File: config.mk
export PLATFORM = sky130hd
export DESIGN_NAME = pc_sequencer
export DESIGN_NICKNAME = d
export VERILOG_FILES = /design/src/rtl/pc_sequencer.sv
export SDC_FILE = /design/constraint.sdc
export NUM_CORES = 1
export LEC_CHECK = 0
export CAP_MARGIN = 20
export CELL_PAD_IN_SITES_DETAIL_PLACEMENT = 0
export CELL_PAD_IN_SITES_GLOBAL_PLACEMENT = 2
export CORE_ASPECT_RATIO = 0.9
export CORE_MARGIN = 2
export CORE_UTILIZATION = 22
export CTS_CLUSTER_SIZE = 10
export DETAILED_ROUTE_END_ITERATION = 8
export PLACE_DENSITY_LB_ADDON = 0.2
export SLEW_MARGIN = 20
export SYNTH_ARGS = -nofsm -noshare
export SYNTH_HDL_FRONTEND = slang
export SYNTH_SLANG_ARGS = --single-unit
File: constraint.sdc
create_clock -name clk -period 3.15 [get_ports clk]
set_clock_uncertainty 0.15 [all_clocks]
set_input_delay 0.315 -clock clk [delete_from_list [all_inputs] [get_ports clk]]
set_output_delay 0.315 -clock clk [all_outputs]
set_load 0.1 [all_outputs]
File: src/rtl/pc_sequencer.sv
// Program counter owner for the 5-stage pipeline: picks the next fetch address from
// sequential, J/JAL, JR and taken-branch sources, and drives flushes and redirect bookkeeping.
//
// state   | meaning
// --------+---------------------------------------------------------------
// ST_BOOT | first cycle after reset; no fetch, pc holds, requests ignored
// ST_RUN  | normal fetch; next pc chosen by branch > jr > jump > stall > seq
module pc_sequencer #(
    parameter logic [31:0] RESET_PC  = 32'h0000_0000,
    parameter int          CNT_WIDTH = 16
) (
    input  logic                 clk,
    input  logic                 reset,
    input  logic                 stall,
    input  logic                 jump_req,
    input  logic [25:0]          jump_index,
    input  logic                 jr_req,
    input  logic [31:0]          jr_target,
    input  logic [31:0]          id_pc_plus4,
    input  logic                 branch_taken,
    input  logic [31:0]          branch_offset,
    input  logic [31:0]          ex_pc_plus4,
    output logic [31:0]          pc,
    output logic [31:0]          pc_plus4,
    output logic                 fetch_valid,
    output logic                 flush_if_id,
    output logic                 flush_id_ex,
    output logic [1:0]           redirect_src,
    output logic                 misalign_err,
    output logic [CNT_WIDTH-1:0] redirect_count
);

    typedef enum logic {
        ST_BOOT = 1'b0,
        ST_RUN  = 1'b1
    } state_t;

    localparam logic [1:0] SRC_SEQ    = 2'd0;
    localparam logic [1:0] SRC_JUMP   = 2'd1;
    localparam logic [1:0] SRC_JR     = 2'd2;
    localparam logic [1:0] SRC_BRANCH = 2'd3;

    state_t      state;
    state_t      state_next;
    logic [31:0] pc_next;
    logic [1:0]  src_next;
    logic        redirect;
    logic        misalign_set;

    logic [31:0] branch_target;
    logic [31:0] jump_target;
    logic [31:0] jr_aligned;

    assign pc_plus4      = pc + 32'd4;
    // Offset is a word count, so the shift drops its top two bits by design.
    assign branch_target = ex_pc_plus4 + {branch_offset[29:0], 2'b00};
    assign jump_target   = {id_pc_plus4[31:28], jump_index, 2'b00};
    assign jr_aligned    = {jr_target[31:2], 2'b00};

    always_comb begin
        state_next   = state;
        pc_next      = pc;
        src_next     = SRC_SEQ;
        redirect     = 1'b0;
        misalign_set = 1'b0;
        fetch_valid  = 1'b0;
        flush_if_id  = 1'b0;
        flush_id_ex  = 1'b0;

        if (!reset) begin
            case (state)
                ST_BOOT: begin
                    state_next = ST_RUN;
                end
                ST_RUN: begin
                    fetch_valid = 1'b1;
                    if (branch_taken) begin
                        pc_next     = branch_target;
                        src_next    = SRC_BRANCH;
                        redirect    = 1'b1;
                        flush_if_id = 1'b1;
                        flush_id_ex = 1'b1;
                    end else if (jr_req && !stall) begin
                        pc_next      = jr_aligned;
                        src_next     = SRC_JR;
                        redirect     = 1'b1;
                        flush_if_id  = 1'b1;
                        misalign_set = (jr_target[1:0] != 2'b00);
                    end else if (jump_req && !stall) begin
                        pc_next     = jump_target;
                        src_next    = SRC_JUMP;
                        redirect    = 1'b1;
                        flush_if_id = 1'b1;
                    end else if (!stall) begin
                        pc_next = pc_plus4;
                    end
                end
                default: begin
                    state_next = ST_BOOT;
                end
            endcase
        end
    end

    always_ff @(posedge clk) begin
        if (reset) begin
            state          <= ST_BOOT;
            pc             <= RESET_PC;
            redirect_src   <= SRC_SEQ;
            misalign_err   <= 1'b0;
            redirect_count <= '0;
        end else begin
            state        <= state_next;
            pc           <= pc_next;
            redirect_src <= src_next;
            if (misalign_set) begin
                misalign_err <= 1'b1;
            end
            if (redirect && (redirect_count != {CNT_WIDTH{1'b1}})) begin
                redirect_count <= redirect_count + {{(CNT_WIDTH-1){1'b0}}, 1'b1};
            end
        end
    end

endmodule
==> qor.yml, run 1 <==
critical_path:
  rrSetupSlack_ns: 0.60
  cp_slowest_cell: "clkdlybuf4s50_1"
  end_kind: "flip-flop"
  crit_buf_inv: 1
  cpPeakStageDelay_ns: 0.47
  worstReg2RegStart: "pc[2]$_SDFFE_PP0P_"
  crit_chain: "clkdlybuf4s50_1, ha_1, a211oi_2, nor2_1, a2111oi_4, and4bb_4, a21oi_2, o21ai_1, xnor2_1, o22ai_1"
  r2r_end: "pc[26]$_SDFFE_PP0P_"
  cp_max_fo: 4
  crit_required_ns: 3.16
  criticalPathCategory: "input pin to flip-flop"
  r2r_cells: 9
  path_delay_family: "compound AO/OA/AOI/OAI gates"
  worstSetupStartpointType: "input pin"
  arrival_ns: 2.99
clock_network:
  clk_latency_ns: 0.29
  post_cts_buffers: 0
  ctsLongestPathBuffers: 2
  ctsHtreeMaxLevel: 2
  clk_pin_slew_ns: 0.07
  root_buffer: "clkbuf_16"
  hold_buffers: 0
  cts_tree: "built"
  clock_sinks: 52
  cts_buffers: 5
power:
  p_switching_uw: 1450
  switching_share_pct: 46.9
  p_per_area_nw_per_um2: 379
  power_frac_clock_pct: 18.5
  p_int_uw: 1640
  p_leak_uw: 0.00333
  p_seq_share_pct: 25.9
  total_power_uw: 3080
  p_comb_share_pct: 55.6
  ir_drop_mv: 0.172
yosys:
  synth.top_cell.area_share_pct: 21.0
  synth_edf_count: 0
  netlist_top_cells_area: "dfxtp_1 21%, ha_1 7.8%, xnor2_1 7.4%, a21oi_1 6.2%, nor2_1 4.4%"
  syn_inst: 650
  ys_types: 77
  synthArstFlopShare_pct: 0
  synthFlopType: "dfxtp_1"
  ys_seq_elements: 52
  syn_area_um2: 4950
  ys_warn_count: 0
  synthesis.nets: 842
  yosys.area.top_type: "dfxtp_1"
  syn_avg_cell_area_um2: 7.62
  ys_seq_area_share_pct: 21.0
floorplan:
  die_x_um: 162
  io_pins: 246
  fp-row-count: 52
  die_area_um2: 23700
  core_region_area_um2: 22300
  die_y_um: 146
  initial_core_util_pct: 22.2
cells_and_area:
  fin_util_pct: 36.4
  final_cell_mix: "128 x clkdlybuf4s50_1, 102 x buf_4, 61 x a21oi_1"
  drive_gt1_share_pct: 24.1
  area_delta_synth_final_pct: 64.3
  nNetsFinal: 1069
  final_common_cell: "clkdlybuf4s50_1"
  stdcell_area_um2: 8130
  antenna_cells: 0
global_route:
  grt_util_all_layers_pct: 17.4
  grt_pass1_wl_um: 32400
  overflow: 0
  grt_max_degree: 39
  antenna_found_initial: 0
  grt_pass1_vias: 5718
drt:
  vias_per_cell: 4.86
  antenna_left: 0
  routedWlPerCell_um: 18.1
  drc: 0
  wl_um: 21300
  vias: 5714
  drt-pass1-iter-count: 4
  dr.first_iter.drc_count: 322
hold_path:
  hold_end: "state$_DFF_P_"
  min_path_type: "input pin to flip-flop"
  hold_depth: 3
  hold_path_startpoint: "reset"
timing:
  finalHoldViolations: 0
  setup_viol: 0
  max-slew-margin-rel_pct: 55.3
  final.min_clock_period_ns: 2.97
  setup_slack_ns: 0.177
  max_freq_ghz: 0.336
  finalCritPeriodShare_pct: 94.4
  grt_setup_unrepaired: "false"
  report.final.slew_viol_count: 0
  tightest_slew_ns: 0.669
  finalHoldWorstSlack_ns: 0.276
placed_design:
  gp_congestion: 0.883
  post_dp_cell_area_um2: 7970
  pre_cts_ws_ns: -0.166
  dp_hpwl_um: 17300
  portBuffers: 215
run_status:
  status: "complete, no violations"
run:
  drv_cap: 0
==> stage by stage <==
stage,cells,TNS (ns)
after global routing,1175,0
after floorplan,650,0
final,1175,0
after global placement,1167,-0.491
after CTS,1175,0
after detailed placement,1167,-0.991
==> metal layers <==
metal	global-route usage, %	vias to the layer above	wire [um]
met5	0	-	0
met4	2.88	0	193
met3	2.24	10	883
met2	28.4	162	9920
met1	24.7	2668	10300
li1	-	2874	-
==> registers in the layout (all words and copies together) (netlist names) <==
register / cells
redirect_count: 16
misalign_err: 1
pc: 32
state: 1
redirect_src: 2
==> worst max-delay path by stage <==
stage | slack [ns] | end | start | cells after the start
floorplan | 0.006 | pc_plus4[30] | pc[25]$_SDFFE_PP0P_ | 5
global placement | -0.1 | pc[26]$_SDFFE_PP0P_ | branch_offset[0] | 11
detailed placement | -0.17 | pc[27]$_SDFFE_PP0P_ | branch_offset[1] | 10
CTS | 0.15 | pc[27]$_SDFFE_PP0P_ | branch_offset[1] | 10
global route | 0.02 | pc[16]$_SDFFE_PP0P_ | branch_offset[0] | 11
finish | 0.18 | pc[27]$_SDFFE_PP0P_ | branch_offset[1] | 10
==> cell usage after synthesis (all sizes together), types with 2 or more instances <==
cell type / instances
o31a: 2
mux2i: 12
nor2: 58
o21a: 5
o221ai: 2
xor2: 16
o21ai: 61
o211ai: 6
a21o: 11
xnor2: 43
a21oi: 62
buf: 12
mux2: 6
nor4: 4
dfxtp: 52
or3: 8
nand4: 17
o32ai: 2
nand2: 53
ha: 31
nor3b: 2
clkbuf: 18
nand3: 20
a2111oi: 3
inv: 22
o2111ai: 2
nor2b: 3
o21bai: 3
nand2b: 2
nor3: 17
and4: 7
a22oi: 9
a221o: 2
and2: 5
a31oi: 6
a221oi: 6
a211oi: 21
o22ai: 9
and3: 9
a21boi: 2
==> repair_timing <==
item	CTS	global route
endpoints found under the setup margin	0	2
hold endpoints to repair	0	0
resized for setup	0	2
==> cell type report <==
cell class / instances / area (um^2)
Clock buffer: 6 / 139
Clock inverter: 2 / 10.0
Fill cell: 2295 / 14200
Inverter: 22 / 82.6
Multi-Input combinational cell: 546 / 4020
Sequential cell: 52 / 1080
Tap cell: 297 / 372
Timing Repair Buffer: 250 / 2430
==> logic make-up (layout without fill, tap and decap cells) <==
family | count (synthesis) | in the layout | share of synthesized area (%)
buf+inv | 52 | 280 | 4.35
flops | 52 | 52 | 21.0
simple gates | 212 | 212 | 22.3
compound gates | 225 | 225 | 29.7
mux | 18 | 18 | 3.79
xor+xnor | 59 | 59 | 10.6
fa+ha+maj | 32 | 32 | 8.24
==> worst register-to-register path, delay by kind of cell, from the launching register on <==
kind / cells / cell delay (ns)
DFF: 1 / 0.39
adders and majority gates: 1 / 0.29
xor gates and xnor gates: 1 / 0.22
muxes: 1 / 0.28
and+or+nand+nor: 5 / 1.04
AOI/OAI and AO/OA: 1 / 0.06
==> power by group through the flow <==
stage          Clock [uW]  Combinational (uW)  Sequential [uW]
6_report              571                1710              799
5_1_grt               626                1800              808
3_3_place_gp            0                1710              813
4_1_cts               600                1710              800
2_1_floorplan           0                 832             1080
3_5_place_dp            0                1710              815
No activity file was read; power rests on OpenSTA's default activity.
==> run 2: changes to the inputs <==
--- a/config.mk
+++ b/config.mk
@@ -5,7 +5,6 @@
 export SDC_FILE = /design/constraint.sdc
 export NUM_CORES = 1
 export LEC_CHECK = 0
-export CAP_MARGIN = 20
 export CELL_PAD_IN_SITES_DETAIL_PLACEMENT = 0
 export CELL_PAD_IN_SITES_GLOBAL_PLACEMENT = 2
 export CORE_ASPECT_RATIO = 0.9
@@ -14,7 +13,8 @@
 export CTS_CLUSTER_SIZE = 10
 export DETAILED_ROUTE_END_ITERATION = 8
 export PLACE_DENSITY_LB_ADDON = 0.2
-export SLEW_MARGIN = 20
+export SETUP_SLACK_MARGIN = 0.5
+export SLEW_MARGIN = 15
 export SYNTH_ARGS = -nofsm -noshare
 export SYNTH_HDL_FRONTEND = slang
 export SYNTH_SLANG_ARGS = --single-unit
==> qor.yml, run 2 (synthesis gave the netlist of run 1 again) <==
timing:
  final.min_clock_period_ns: 2.62  # -0.353 ns
  grt_setup_unrepaired: "true"
  max_freq_ghz: 0.382  # +13%
  finalCritPeriodShare_pct: 83.2  # -11 points
  tightest_slew_ns: 0.575  # -0.0938 ns
  report.final.slew_viol_count: 0  # unchanged
  max-slew-margin-rel_pct: 61.5  # +6.3 points
  finalHoldViolations: 0  # unchanged
  finalHoldWorstSlack_ns: 0.248  # -0.0287 ns
  setup_viol: 0  # unchanged
cells_and_area:
  final_common_cell: "buf_4"
  stdcell_count: 1200  # +2.1%
  fin_util_pct: 39.2  # +2.7 points
  area_delta_synth_final_pct: 76.7
  top_register: "pc"
  largest_reg_flops: 32  # unchanged
  nNetsFinal: 1093  # +2.2%
  final_cell_mix: "132 x buf_4, 108 x clkdlybuf4s50_1, 56 x nor2_1"
  drive_gt1_share_pct: 32.7  # +8.6 points
  largestRegisters: "pc (32), redirect_count (16), redirect_src (2)"
hold_path:
  min_path_type: "input pin to flip-flop"
drt:
  antenna_left: 0  # unchanged
  wl_um: 22000  # +3.5%
  dr.first_iter.drc_count: 267  # -17%
  vias_per_cell: 4.91  # +1.0%
  drt-pass1-iter-count: 5  # +1
  drc: 0  # unchanged
  routedWlPerCell_um: 18.4  # +1.3%
  vias: 5895  # +3.2%
power:
  p_per_area_nw_per_um2: 366  # -3.4%
  p_leak_uw: 0.00355  # +6.5%
  ir_drop_mv: 0.187  # +9.0%
  total_power_uw: 3200  # +3.8%
placed_design:
  dp_hpwl_um: 17200  # -0.51%
  portBuffers: 215  # unchanged
  dp.cells: 1166  # -0.086%
  gp_congestion: 0.901  # +2.0%
critical_path:
  cp_max_fo: 2  # -2
  arrival_ns: 2.66  # -0.33 ns
  rrSetupSlack_ns: 0.75  # +0.15 ns
  criticalPathCategory: "input pin to flip-flop"
  end_kind: "flip-flop"
  crit_required_ns: 3.19  # +0.03 ns
  cp_slowest_cell: "fa_2"
  crit_chain: "buf_6, ha_4, fa_2, a211oi_2, o21ai_2, o2111a_2, o2111ai_4, a211oi_4, buf_4, o21ai_2, buf_4, mux2i_2, a21oi_1"
  cpPeakStageDelay_ns: 0.35  # -0.12 ns
  worstSetupStartpointType: "input pin"
global_route:
  grt_pass1_wl_um: 33300  # +2.5%
  grt_util_all_layers_pct: 18.0  # +0.60 points
  overflow: 0  # unchanged
  antenna_found_initial: 1  # +1
  grt_max_degree: 39  # unchanged
  grt_pass1_vias: 5823  # +1.8%
clock_network:
  clock_sinks: 52  # unchanged
  ctsLongestPathBuffers: 2  # unchanged
  clk_latency_ns: 0.30  # about the same
  clk_pin_slew_ns: 0.07  # about the same
  root_buffer: "clkbuf_16"
  ctsHtreeMaxLevel: 2  # unchanged
  cts_tree: "built"
  cts_buffers: 5  # unchanged
floorplan:
  core_region_area_um2: 22300  # unchanged
  die_x_um: 162  # unchanged
  die_y_um: 146  # unchanged
  die_area_um2: 23700  # unchanged
  fp-row-count: 52  # unchanged
  io_pins: 246  # unchanged
  initial_core_util_pct: 22.2  # unchanged
run_status:
  status: "complete, no violations"
run:
  drv_cap: 0  # unchanged
run 2: cell types whose count changed in the layout (fill, tap and decap cells not counted), moves of 10 or more:
cell             previous run  this run
ha_4                        0        13
clkdlybuf4s50_1           128       108
buf_4                     102       132
dfxtp_4                     3        22
buf_12                     19         6
dfxtp_1                    29        19
ha_1                       31        16
run 2: routing by layer:
metal	routed length (um)	global-route usage, %	up-vias	share of wire [%]
met5	0	0	-	0
met4	298	3.85	0	1.4
met3	993	2.64	13	4.5
met2	10400	29.9	177	47
met1	10300	24.7	2777	47
li1	-	-	2928	-
run 2: critical path, delay by kind of cell:
kind / cells / cell delay, ns
AO/OA/AOI/OAI: 7 / 1.25
adder cells (fa/ha/maj): 2 / 0.50
buffers and inverters: 3 / 0.40
multiplexers: 1 / 0.21
run 2: power by group:
part	internal [uW]	total, uW	switching (uW)
Sequential	703	811	108
Combinational	655	1780	1120
Clock	343	613	270
Total	1700	3200	1500
run 2: timing repair:
action,CTS,global route
pin swaps,27,32
endpoints found under the setup margin,20,24
hold buffers,0,0
resized for setup,40,50
buffers inserted,13,12
run 2: final cells by class:
type / count / area, um^2
sequential: 52 / 1140
clock buffer: 7 / 154
clock inverter: 1 / 5.00
fill: 2263 / 13600
tap: 297 / 372
inverter: 22 / 82.6
multi-input combinational: 546 / 4520
timing repair buffer: 274 / 2470
antenna: 1 / 2.50
run 2: final timing paths:
check                                 start                         to  cells after the start
setup / recovery           branch_offset[0]        pc[28]$_SDFFE_PP0P_                     13
hold / removal                        reset              state$_DFF_P_                      3
setup reg to reg         pc[6]$_SDFFE_PP0P_        pc[15]$_SDFFE_PP0P_                      9
hold reg to reg   misalign_err$_SDFFE_PP0P_  misalign_err$_SDFFE_PP0P_                      2
run 2: per-stage QoR:
step                      setup WS [ns]  setup TNS, ns  instance area [um^2]
after global routing              0.451              0                  8750
after floorplan                   0.305              0                  5570
after detailed placement         -0.176          -1.08                  8070
final                             0.530              0                  8750
after global placement           -0.138         -0.743                  8070
after CTS                         0.470              0                  8490
==> run 3: changes to the inputs <==
--- a/config.mk
+++ b/config.mk
@@ -9,7 +9,7 @@
 export CELL_PAD_IN_SITES_GLOBAL_PLACEMENT = 2
 export CORE_ASPECT_RATIO = 0.9
 export CORE_MARGIN = 2
-export CORE_UTILIZATION = 22
+export CORE_UTILIZATION = 19
 export CTS_CLUSTER_SIZE = 10
 export DETAILED_ROUTE_END_ITERATION = 8
 export PLACE_DENSITY_LB_ADDON = 0.2
==> constraint.sdc (replaced) <==
create_clock -name clk -period 2.3 [get_ports clk]
set_clock_uncertainty 0.15 [all_clocks]
set_input_delay 0.23 -clock clk [delete_from_list [all_inputs] [get_ports clk]]
set_output_delay 0.23 -clock clk [all_outputs]
set_load 0.1 [all_outputs]
==> qor.yml, run 3 (synthesis gave the netlist of run 1 again) <==
run_status:
  status: "finished with violations"
  violations: "negative setup slack"
drt:
  wl_met1_um: 11900  # +15%
  wl_um: 26300  # +19%
  drt-pass1-iter-count: 4  # -1
  antenna_left: 0  # unchanged
  routedWlPerCell_um: 18.0  # -1.9%
  drc: 0  # unchanged
  vias_per_cell: 4.63  # -5.7%
  top_layer_used: "met4"
  routed-wl-met3_um: 1390  # +40%
  route.met2.wl_um: 12800  # +23%
  dr.first_iter.drc_count: 289  # +8.2%
  vias: 6760  # +15%
cells_and_area:
  nNetsFinal: 1301  # +19%
  fillCellCount: 2437  # +7.7%
  final_common_cell: "buf_4"
  largestRegisters: "pc (32), redirect_count (16), redirect_src (2)"
  stdcell_count: 1459  # +22%
  largest_reg_flops: 32  # unchanged
  top_register: "pc"
  drive_gt1_share_pct: 57.6  # +25 points
  stdcell_area_um2: 11900  # +36%
  final_cell_mix: "255 x buf_4, 86 x clkdlybuf4s50_1, 57 x buf_6"
  area_delta_synth_final_pct: 140
  fin_util_pct: 46.0  # +6.8 points
critical_path:
  worst-path-stages: 7  # -6
  criticalPathCategory: "flip-flop to output port"
  cp_max_fo: 3  # +1
  worstReg2RegStart: "pc[2]$_SDFFE_PP0P_"
  crit_buf_inv: 2  # -1
  crit_chain: "and4_4, and3_4, and4_4, nand4_1, buf_4, xnor2_4, buf_12"
  end_kind: "output port"
  crit_required_ns: 1.92  # -1.27 ns
  path_delay_family: "simple AND/OR/NAND/NOR gates"
  arrival_ns: 2.04  # -0.62 ns
  worstSetupStartpointType: "flip-flop"
  cpPeakStageDelay_ns: 0.36  # about the same
  rrSetupSlack_ns: -0.05  # -0.80 ns
  r2r_end: "pc[26]$_SDFFE_PP0P_"
  startpoint: "pc[7]$_SDFFE_PP0P_"
  r2r_cells: 11  # +2
  cp_slowest_cell: "dfxtp_4"
  crit_top_cell: "and4_4"
  worstSetupEndpoint: "pc_plus4[31]"
global_route:
  grt_max_degree: 39  # unchanged
  overflow: 0  # unchanged
  antenna_found_initial: 0  # -1
  grt_pass1_vias: 6993  # +20%
  grt_util_all_layers_pct: 18.3  # +0.36 points
  grt_pass1_wl_um: 39200  # +18%
timing:
  finalCritPeriodShare_pct: 105
  setup_slack_ns: -0.115  # -0.646 ns
  max-slew-margin-rel_pct: 63.5  # +1.9 points
  max_freq_ghz: 0.414
  finalHoldWorstSlack_ns: 0.267  # +0.0196 ns
  finalHoldViolations: 0  # unchanged
  grt_setup_unrepaired: "true"
  setup_viol: 18  # +18
  report.final.slew_viol_count: 0  # unchanged
  tightest_slew_ns: 0.546  # -0.0287 ns
  final.min_clock_period_ns: 2.42
clock_network:
  cts_buffers: 5  # unchanged
  ctsLongestPathBuffers: 2  # unchanged
  root_buffer: "clkbuf_16"
  cts_tree: "built"
  clock_sinks: 52  # unchanged
  clk_pin_slew_ns: 0.07  # about the same
  hold_buffers: 0  # unchanged
  clk_latency_ns: 0.30  # about the same
  ctsHtreeMaxLevel: 2  # unchanged
power:
  ir_drop_mv: 0.319  # +71%
  p_per_area_nw_per_um2: 425  # +16%
  p_leak_uw: 0.00501  # +41%
placed_design:
  gp_congestion: 0.894  # -0.78%
  portBuffers: 215  # unchanged
  pre_cts_ws_ns: -0.843  # -0.667 ns
  post_dp_cell_area_um2: 9650  # +20%
  dp_hpwl_um: 19900  # +15%
  dp.cells: 1340  # +15%
floorplan:
  die_y_um: 157  # +7.4%
  die_x_um: 174  # +7.4%
  die_area_um2: 27400  # +15%
  initial_core_util_pct: 19.1  # -3.0 points
  core_region_area_um2: 25900  # +16%
  io_pins: 246  # unchanged
  fp-row-count: 56  # +7.7%
run:
  drv_cap: 0  # unchanged
hold_path:
  min_path_type: "input pin to flip-flop"
==> run 3: report_power, final <==
part	internal, uW	switching, uW	total [uW]
combinational	1380	1830	3210
sequential	954	92.9	1050
clock	435	358	793
==> run 3: tightest hold or removal path: stages <==
cell and delay [ns]:
buf_8 0.08, fa_2 0.19, a211oi_1 0.06, nor3_1 0.11
==> run 3: metal layers <==
metal,global-route usage (%),vias to the layer above
li1,-,3351
met1,24.7,3222
met2,31.6,177
met3,2.66,10
met4,2.76,0
met5,0,-
==> run 3: timing repair <==
| action | in CTS | in global routing |
|---|---|---|
| setup endpoints to repair | 76 | 75 |
| pin swaps | 149 | 95 |
| cloned | 1 | 0 |
| buffers inserted | 67 | 42 |
| gates resized for setup | 230 | 119 |
==> run 3: cell type report <==
cell class	instances	area, um^2	area share [%]
Antenna cell	1	2.50	0.0211
Clock buffer	7	143	1.20
Clock inverter	1	7.51	0.0632
Inverter	22	97.6	0.821
Multi-Input combinational cell	547	5430	45.7
Sequential cell	52	1180	9.91
Tap cell	348	435	3.66
Timing Repair Buffer	481	4590	38.6
==> run 3: how the worst min path moves through the flow <==
| stage | cells after the start | end | start | slack [ns] |
|---|---|---|---|---|
| final | 4 | pc[3]$_SDFFE_PP0P_ | ex_pc_plus4[3] | 0.27 |
| after global routing | 4 | pc[19]$_SDFFE_PP0P_ | branch_taken | 0.28 |
| after floorplan | 2 | pc[17]$_SDFFE_PP0P_ | jr_target[17] | 0.24 |
| after global placement | 2 | misalign_err$_SDFFE_PP0P_ | misalign_err$_SDFFE_PP0P_ | 0.31 |
| after CTS | 4 | pc[2]$_SDFFE_PP0P_ | branch_offset[0] | 0.28 |
| after detailed placement | 2 | misalign_err$_SDFFE_PP0P_ | misalign_err$_SDFFE_PP0P_ | 0.32 |
==> run 3: stage by stage <==
step | power (uW) | TNS, ns
6_report | 5050 | -0.839
5_1_grt | 5290 | -2.73
4_1_cts | 4920 | -0.743
3_5_place_dp | 3820 | -15.21
3_3_place_gp | 3810 | -13.89
2_1_floorplan | 2690 | -9.28
